===== src/rtl/metronomo_controle.sv =====
// Metronome sequencer: drives the metronome's clear/enable/tempo controls,
// converts its beat and half-beat levels into single-cycle events, and runs
// a round of N_BATIDAS beats with start/pause/resume/stop and measure tracking.
module metronomo_controle #(
  parameter int BATIDAS_COMPASSO = 4,
  parameter int N_BATIDAS        = 16,
  parameter int W                = 5
) (
  input  logic         clock,
  input  logic         reset,
  input  logic         iniciar,
  input  logic         pausar,
  input  logic         parar,
  input  logic         modo_120,
  input  logic         metro,
  input  logic         meio_metro,
  output logic         zeraMetro,
  output logic         contaMetro,
  output logic         metro_120BPM,
  output logic         batida,
  output logic         meia_batida,
  output logic         compasso,
  output logic [W-1:0] contagem,
  output logic         fim_rodada,
  output logic [2:0]   db_estado
);

  typedef enum logic [2:0] {
    OCIOSO  = 3'd0,
    PREPARA = 3'd1,
    CONTA   = 3'd2,
    PAUSA   = 3'd3,
    FIM     = 3'd4
  } estado_t;

  localparam int            PW      = $clog2(BATIDAS_COMPASSO);
  localparam logic [W-1:0]  N_MAX   = W'(N_BATIDAS);
  localparam logic [W-1:0]  N_ULT   = W'(N_BATIDAS - 1);
  localparam logic [PW-1:0] POS_MAX = PW'(BATIDAS_COMPASSO - 1);

  estado_t       estado;
  logic [PW-1:0] posicao;
  logic          metro_q;
  logic          meio_q;
  logic          sobe_metro;
  logic          sobe_meio;

  // Rising edges only matter while counting; anything outside CONTA is dropped.
  assign sobe_metro = metro      & ~metro_q & (estado == CONTA);
  assign sobe_meio  = meio_metro & ~meio_q  & (estado == CONTA);

  // Moore controls to the metronome and state-derived status.
  assign zeraMetro  = (estado == OCIOSO) || (estado == PREPARA) || (estado == FIM);
  assign contaMetro = (estado == CONTA);
  assign fim_rodada = (estado == FIM);
  assign db_estado  = estado;

  // Round sequencer, beat/half-beat event generation and beat bookkeeping.
  always_ff @(posedge clock) begin
    if (reset) begin
      estado       <= OCIOSO;
      contagem     <= '0;
      posicao      <= '0;
      metro_120BPM <= 1'b0;
      metro_q      <= 1'b0;
      meio_q       <= 1'b0;
      batida       <= 1'b0;
      meia_batida  <= 1'b0;
      compasso     <= 1'b0;
    end else begin
      batida      <= 1'b0;
      meia_batida <= 1'b0;
      compasso    <= 1'b0;
      metro_q     <= metro;
      meio_q      <= meio_metro;
      case (estado)
        OCIOSO: begin
          contagem <= '0;
          if (iniciar) begin
            estado       <= PREPARA;
            metro_120BPM <= modo_120;
          end
        end
        PREPARA: begin
          contagem <= '0;
          posicao  <= '0;
          metro_q  <= 1'b0;
          meio_q   <= 1'b0;
          estado   <= CONTA;
        end
        CONTA: begin
          // parar discards a coincident beat; pausar still lets it count.
          if (parar) begin
            estado   <= OCIOSO;
            contagem <= '0;
          end else begin
            if (sobe_meio) meia_batida <= 1'b1;
            if (sobe_metro) begin
              batida <= 1'b1;
              if (contagem != N_MAX) contagem <= contagem + 1'b1;
              if (posicao == POS_MAX) begin
                posicao  <= '0;
                compasso <= 1'b1;
              end else begin
                posicao <= posicao + 1'b1;
              end
            end
            if (sobe_metro && (contagem == N_ULT)) estado <= FIM;
            else if (pausar)                      estado <= PAUSA;
          end
        end
        PAUSA: begin
          if (parar) begin
            estado   <= OCIOSO;
            contagem <= '0;
          end else if (iniciar) begin
            estado <= CONTA;
          end
        end
        FIM: begin
          if (parar) begin
            estado   <= OCIOSO;
            contagem <= '0;
          end else if (iniciar) begin
            estado       <= PREPARA;
            metro_120BPM <= modo_120;
          end
        end
        default: begin
          estado   <= OCIOSO;
          contagem <= '0;
        end
      endcase
    end
  end

endmodule


===== config.mk =====
export PLATFORM = sky130hd
export DESIGN_NAME = metronomo_controle
export DESIGN_NICKNAME = d
export VERILOG_FILES = /design/src/rtl/metronomo_controle.sv
export SDC_FILE = /design/constraint.sdc
export NUM_CORES = 1
export LEC_CHECK = 0
export CORE_MARGIN = 5
export CORE_UTILIZATION = 41
export DETAILED_ROUTE_END_ITERATION = 12
export PLACE_DENSITY = 0.78
export SLEW_MARGIN = 0
export SYNTH_ARGS = -nofsm -noshare
export SYNTH_HDL_FRONTEND = slang
export SYNTH_SLANG_ARGS = --single-unit
export TNS_END_PERCENT = 100

===== constraint.sdc =====
create_clock -name clock -period 1.55 [get_ports clock]
set_clock_uncertainty 0.1 [all_clocks]
set_input_delay 0.3875 -clock clock [delete_from_list [all_inputs] [get_ports clock]]
set_output_delay 0.3875 -clock clock [all_outputs]
set_load 0.05 [all_outputs]

==> results of run 1 <==
-- final timing paths --
kind | cells after the start | slack, ns | start | endpoint
min | 1 | 0.33 | meio_q | meia_batida
min reg2reg | 1 | 0.33 | meio_q | meia_batida
max | 3 | -0.22 | db_estado[0] | contaMetro
max reg2reg | 6 | -0.14 | db_estado[0] | contagem[3]
-- cell usage in the layout, fill, tap and decap left out, types with 2 or more instances in the layout --
| master | Yosys | final |
|---|---|---|
| buf_4 | 0 | 25 |
| buf_12 | 0 | 15 |
| dfxtp_1 | 16 | 9 |
| nand2_1 | 8 | 7 |
| clkdlybuf4s50_1 | 0 | 6 |
| nor2_1 | 7 | 5 |
| inv_1 | 6 | 4 |
| nand3_1 | 4 | 4 |
| dfxtp_4 | 0 | 4 |
| buf_6 | 2 | 4 |
| and2_1 | 4 | 3 |
| ha_4 | 0 | 3 |
| clkbuf_4 | 0 | 3 |
| dfxtp_2 | 0 | 3 |
| inv_4 | 0 | 2 |
| a21oi_2 | 0 | 2 |
| nor3b_1 | 2 | 2 |
| a22o_1 | 2 | 2 |
| a21oi_1 | 4 | 2 |
-- flip-flops by register name (all words and copies together) (netlist names) --
register,flops
batida,1
metro_q,1
compasso,1
meio_q,1
meia_batida,1
metro_120BPM,1
contagem,5
posicao,2
db_estado,3
-- worst reg2reg max path, stage by stage (launching register included) --
cell and delay [ns]:
dfxtp_2 0.35, or3b_4 0.44, clkinv_8 0.07, buf_4 0.15
nand4_4 0.09, or3_4 0.35, o211ai_2 0.08
-- per-stage QoR --
stage / hold WS, ns / util / setup slack, ns
final: 0.3270 / 0.8477 / -0.2197
after global routing: 0.3419 / 0.8477 / -0.2485
after CTS: 0.3023 / 0.8112 / -0.1979
after detailed placement: 0.2902 / 0.7266 / -0.4717
after global placement: 0.2775 / 0.7266 / -0.3967
after floorplan: 0.2742 / - / -0.2337
-- power breakdown --
part	switching, µW	internal [µW]
Combinational	186	174
Clock	147	101
Sequential	16.2	423
Total	350	697
-- routing by layer --
layer | wire length [µm] | share of wire | vias to the layer above
li1 | - | - | 418
met1 | 1306 | 0.41 | 442
met2 | 1591 | 0.50 | 41
met3 | 177 | 0.056 | 12
met4 | 106 | 0.033 | 0
met5 | 0 | 0 | -
-- area by class of cell --
| type | count | area (µm²) | area share |
|---|---|---|---|
| flip-flops and latches | 16 | 339.1 | 0.2081 |
| repair buffers | 51 | 601.8 | 0.3694 |
| well taps | 27 | 33.78 | 0.02074 |
| clock buffers | 4 | 26.28 | 0.01613 |
| multi-input cells | 62 | 584.3 | 0.3587 |
| inverters | 7 | 43.79 | 0.02688 |
-- timing repair --
action / in CTS / in global routing
setup buffers: 7 / 1
endpoints found under the setup margin: 9 / 17
pin swaps: 3 / 2
gates resized for setup: 16 / 18
cloned: 0 / 0
-- cells by family (layout without fill, tap and decap cells) --
group / Yosys count / after routing / share of synthesized area
buf+inv: 10 / 62 / 0.07331
xor+xnor: 1 / 1 / 0.01092
compound gates: 17 / 17 / 0.1545
simple gates: 40 / 40 / 0.2995
flops: 16 / 16 / 0.3994
fa+ha+maj: 4 / 4 / 0.06240
==> results.sh, run 1 <==
export IMPL_worst_hold_path_type="flop to flop"
export IMPL_tightest_slew_ns=0.3183
export IMPL_grt_usage=0.2210
export IMPL_vdd_drop_max_uv=922.6
export IMPL_portBuffers=22
export IMPL_ctsHoldBuffers=0
export IMPL_synth_most_common_cell="dfxtp_1"
export IMPL_async_flop_share=0
export IMPL_synth_edf_count=0
export IMPL_overflow=0
export IMPL_maxSlewViolCount=0
export IMPL_cts_sinks=16
export IMPL_yosys_most_used_dff="dfxtp_1"
export IMPL_tns_ns=-0.9326
export IMPL_ys_seq_area_frac=0.3994
export IMPL_path_buf_inv=2
export IMPL_yosysWarningCount=0
export IMPL_pin_count=23
export IMPL_dpl_hpwl_mm=1.795
export IMPL_postSynthCellCount=88
export IMPL_crit_path_cell_trace="or3b_4 -> clkinv_8 -> buf_12"
export IMPL_yosys_top_cells_count="dfxtp_1 (16), nand2_1 (8), nor2_1 (7), inv_1 (6)"
export IMPL_finalCriticalPeriod_ns=1.770
export IMPL_tritoncts="done"
export IMPL_first_pass_iters=4
export IMPL_outcome="complete, but fails checks"
export IMPL_critPathRequiredTime_ns=1.06
export IMPL_crit_family="simple AND/OR/NAND/NOR gates"
export IMPL_ant_nets=0
export IMPL_syn_num_nets=100
export IMPL_nFillCells=104
export IMPL_grt_max_degree=10
export IMPL_power_density_nw_per_um2=642.3
export IMPL_wl_per_cell_um=19.05
export IMPL_fin_ws_ns=-0.2197
export IMPL_place_inst=155
export IMPL_syn_area_um2=802.0
export IMPL_grt_pass1_vias=953
export IMPL_rsz0062_at_grt="yes"
export IMPL_start_util=0.4173
export IMPL_vias=913
export IMPL_critPathMaxStageDelay_ns=0.44
export IMPL_diodes=0
export IMPL_drt_initial_drc_count=25
export IMPL_die_area_um2=2941
export IMPL_clk_pin_slew_ns=0.10
export IMPL_cts_htree_levels=1
export IMPL_root_buffer="clkbuf_4"
export IMPL_leakage_uw=0.0006407
export IMPL_ys_types=35
export IMPL_synth_top_area_share=0.3994
export IMPL_gr_usage_met3=0.04360
export IMPL_grt_busiest_layer="met2"
export IMPL_endpoint_kind="primary output"
export IMPL_viasPerCell=5.467
export IMPL_critPathKind="flop to primary output"
export IMPL_clock_path_buffers=2
export IMPL_failed_checks="negative setup slack"
export IMPL_setup_viol=10
export IMPL_num_rows=16
export IMPL_coreArea_um2=1922
export IMPL_fmax_mhz=565.1
export IMPL_grt_pass1_wl_mm=4.478
export IMPL_use_met2=0.3904
export IMPL_drc=0
export IMPL_min_period_over_period=1.142
export IMPL_power_uw=1046
export IMPL_finalHoldViolations=0
export IMPL_final_nets=153
export IMPL_ys_seq_elements=16
export IMPL_drt_total_wl_mm=3.181
export IMPL_syn2layout_area_growth_pct=103.1
export IMPL_cts_buffers=3
export IMPL_place_area_um2=1396
export IMPL_fin_cells=167
export IMPL_chipHeight_um=54.23
export IMPL_clk_latency_ns=0.30
export IMPL_cp_arrival_ns=1.28
export IMPL_drv_cap=0
export IMPL_slowest_stage="or3b_4"
export IMPL_gp_congestion=0.8427
export IMPL_worst_setup_path_start_kind="flop"
export IMPL_gr_usage_met1=0.2392
export IMPL_antenna_found_initial=0
export IMPL_die_w_um=54.23
export IMPL_crit_path_max_fanout=3
export IMPL_yosysTopAreaCell="dfxtp_1"
export IMPL_syn_area_per_cell_um2=9.114
export IMPL_maxSlewHeadroom=0.7865
export IMPL_drive_gt1_frac=0.5929
export IMPL_synth_area_top_cells="dfxtp_1 (40%), ha_1 (6.2%), nand2_1 (3.7%)"
export IMPL_design_area_um2=1629
Note: power is estimated with default switching activity, not from simulation.
==> run 2, diff against run 1 <==
ABC_AREA = 1   (was unset)
CORE_UTILIZATION = 42   (was 41)
==> run 2 against run 1 <==
The run still ends with negative setup slack left. Hold slack worse by 0.019 ns. Critical path depth grew 6. Sequential cell count stayed put. Combinational power shrank 3%. Register-to-register slack improved by 0.11 ns. Core utilization down 1.7 points. First-iteration DRC count shrank 4.0%. Wire length grew 1.6%. Cell area stayed put. Largest cell class unchanged. Largest power group unchanged.
==> results.sh, run 2 <==
export IMPL_outcome="complete, but fails checks"
export IMPL_failed_checks="negative setup slack"
export IMPL_pin_count=23
export IMPL_yosys_top_cells_count="nand2_1 (29), inv_1 (17), dfxtp_1 (16), nor2_1 (15), a21oi_1 (8)"
export IMPL_gp_congestion=0.8270
export IMPL_grt_usage=0.1976
export IMPL_power_density_nw_per_um2=625.0
export IMPL_cts_htree_levels=1
export IMPL_reg2reg_depth=9
export IMPL_syn2layout_area_growth_pct=86.80
export IMPL_clock_path_buffers=2
export IMPL_chipHeight_um=55.57
export IMPL_crit_path_max_fanout=2
export IMPL_post_route_util=0.8304
export IMPL_final_cell_mix="buf_4 (26), nand2_1 (24), buf_12 (15)"
export IMPL_worst_setup_path_start_kind="flop"
export IMPL_finalCriticalPeriod_ns=1.581
export IMPL_drive_gt1_frac=0.4885
export IMPL_critPathRequiredTime_ns=1.64
export IMPL_postSynthCellCount=121
export IMPL_grt_pass1_vias=1042
export IMPL_rsz0062_at_grt="yes"
export IMPL_setup_viol=6
export IMPL_yosys_most_used_dff="dfxtp_1"
export IMPL_clk_pin_slew_ns=0.09
export IMPL_root_buffer="clkbuf_4"
export IMPL_clk_latency_ns=0.29
export IMPL_critPathKind="flop to flop"
export IMPL_portBuffers=22
export IMPL_final_common_cell="buf_4"
export IMPL_tns_ns=-0.1216
export IMPL_fmax_mhz=632.6
export IMPL_hold_depth=1
export IMPL_top_register="contagem"
export IMPL_overflow=0
export IMPL_power_uw=1018
export IMPL_crit_path_cell_trace="ha_4 -> nand2_4 -> nor2_4 -> ha_2 -> nand4_1 -> nand2_1 -> nand2_1 -> a21oi_2 -> nor2_1"
export IMPL_die_area_um2=3087
export IMPL_ys_seq_area_frac=0.3673
export IMPL_grt_max_degree=10
export IMPL_min_period_over_period=1.020
export IMPL_cts_sinks=16
export IMPL_synth_area_top_cells="dfxtp_1 (37%), nand2_1 (12%), inv_1 (7.3%)"
export IMPL_synth_most_common_cell="nand2_1"
export IMPL_finalHoldViolations=0
export IMPL_vdd_drop_max_uv=505.1
export IMPL_async_flop_share=0
export IMPL_maxSlewViolCount=0
export IMPL_maxSlewHeadroom=0.8368
export IMPL_largest_register_ffs=5
export IMPL_yosysWarningCount=0
export IMPL_place_inst=182
export IMPL_fin_ws_ns=-0.03075
export IMPL_cts_buffers=3
export IMPL_yosysTopAreaCell="dfxtp_1"
export IMPL_endpoint_kind="flop"
export IMPL_slowest_stage="dfxtp_4"
export IMPL_synth_top_area_share=0.3673
export IMPL_leakage_uw=0.0007586
export IMPL_viasPerCell=5.408
export IMPL_final_nets=187
export IMPL_tritoncts="done"
export IMPL_num_rows=16
export IMPL_ys_types=24
export IMPL_syn_area_um2=872.1
export IMPL_ctsHoldBuffers=0
export IMPL_critPathMaxStageDelay_ns=0.37
export IMPL_ys_seq_elements=16
export IMPL_coreArea_um2=1962
export IMPL_worst_hold_path_type="flop to flop"
export IMPL_vias=1087
export IMPL_cp_arrival_ns=1.67
export IMPL_syn_area_per_cell_um2=7.207
export IMPL_first_pass_iters=5
export IMPL_synth_edf_count=0
export IMPL_diodes=0
export IMPL_dpl_hpwl_mm=1.831
export IMPL_drc=0
export IMPL_syn_num_nets=133
export IMPL_drt_total_wl_mm=3.232
export IMPL_die_w_um=55.57
export IMPL_design_area_um2=1629
export IMPL_tightest_slew_ns=0.2437
export IMPL_fin_cells=201
export IMPL_antenna_found_initial=0
export IMPL_drt_initial_drc_count=24
export IMPL_cp_common_cell="nand2_1"
export IMPL_start_util=0.4445
export IMPL_wl_per_cell_um=16.08
export IMPL_place_area_um2=1386
export IMPL_grt_pass1_wl_mm=4.843
export IMPL_ant_nets=0
export IMPL_drv_cap=0
[run 2: cell types whose count changed after synthesis, sizes merged, moves of 3 or more]
cell   before  now
nand2       8   33
inv         6   20
nor2        7   17
a21oi       4    8
and2        4    0
nand3       4    8
nand4       1    5
buf         3    0
[run 2: critical path: cells and delay by family (launching register included)]
kind,cells,cell delay (ns)
fa+ha+maj,2,0.31
compound gates,1,0.15
flops,1,0.37
simple gates,6,0.55
[run 2: what timing repair did]
item                                    CTS  global route
pin swaps                                 9            10
endpoints found under the hold margin     0             0
endpoints found under the setup margin    4            14
gates resized for setup                  17            18
setup buffers                            11             4
[run 2: cells by family (layout without fill, tap and decap cells)]
logic type,count (synthesis),after routing,synth area share
compound gates,12,12,0.07318
xor+xnor,1,1,0.01004
fa+ha+maj,4,4,0.05739
buf+inv,21,74,0.09038
simple gates,67,67,0.4017
flops,16,16,0.3673
[run 2: stage by stage]
stage / worst slack [ns] / hold WS [ns]
final: -0.03075 / 0.3077
after global routing: -0.1100 / 0.3413
after CTS: -0.04679 / 0.3036
after detailed placement: -0.2328 / 0.2872
after global placement: -0.1744 / 0.2835
after floorplan: -0.01568 / 0.2750
[run 2: layout make-up]
cell class	instances	area, µm²
repair buffers	50	588.1
multi-input cells	84	549.3
flip-flops and latches	16	339.1
fillers	121	332.8
inverters	20	92.59
well taps	27	33.78
clock buffers	4	26.28
[run 2: path summary, 6_finish.rpt]
check | start | end | slack (ns)
max | contagem[0] | db_estado[0] | -0.03
min | meio_q | meia_batida | 0.31
max reg2reg | contagem[0] | db_estado[0] | -0.03
min reg2reg | meio_q | meia_batida | 0.31
[run 2: metal layers]
metal  global-route usage  up-vias  part of all wire
li1                     -      498                 -
met1               0.2084      502              0.36
met2               0.3395       61              0.50
met3              0.05128       26             0.070
met4               0.1354        0             0.067
met5                    0        -                 0
[run 2: power breakdown]
group | internal, µW | switching (µW) | total [µW]
registers | 421 | 17.3 | 439
clock network | 100 | 131 | 231
logic | 164 | 184 | 348
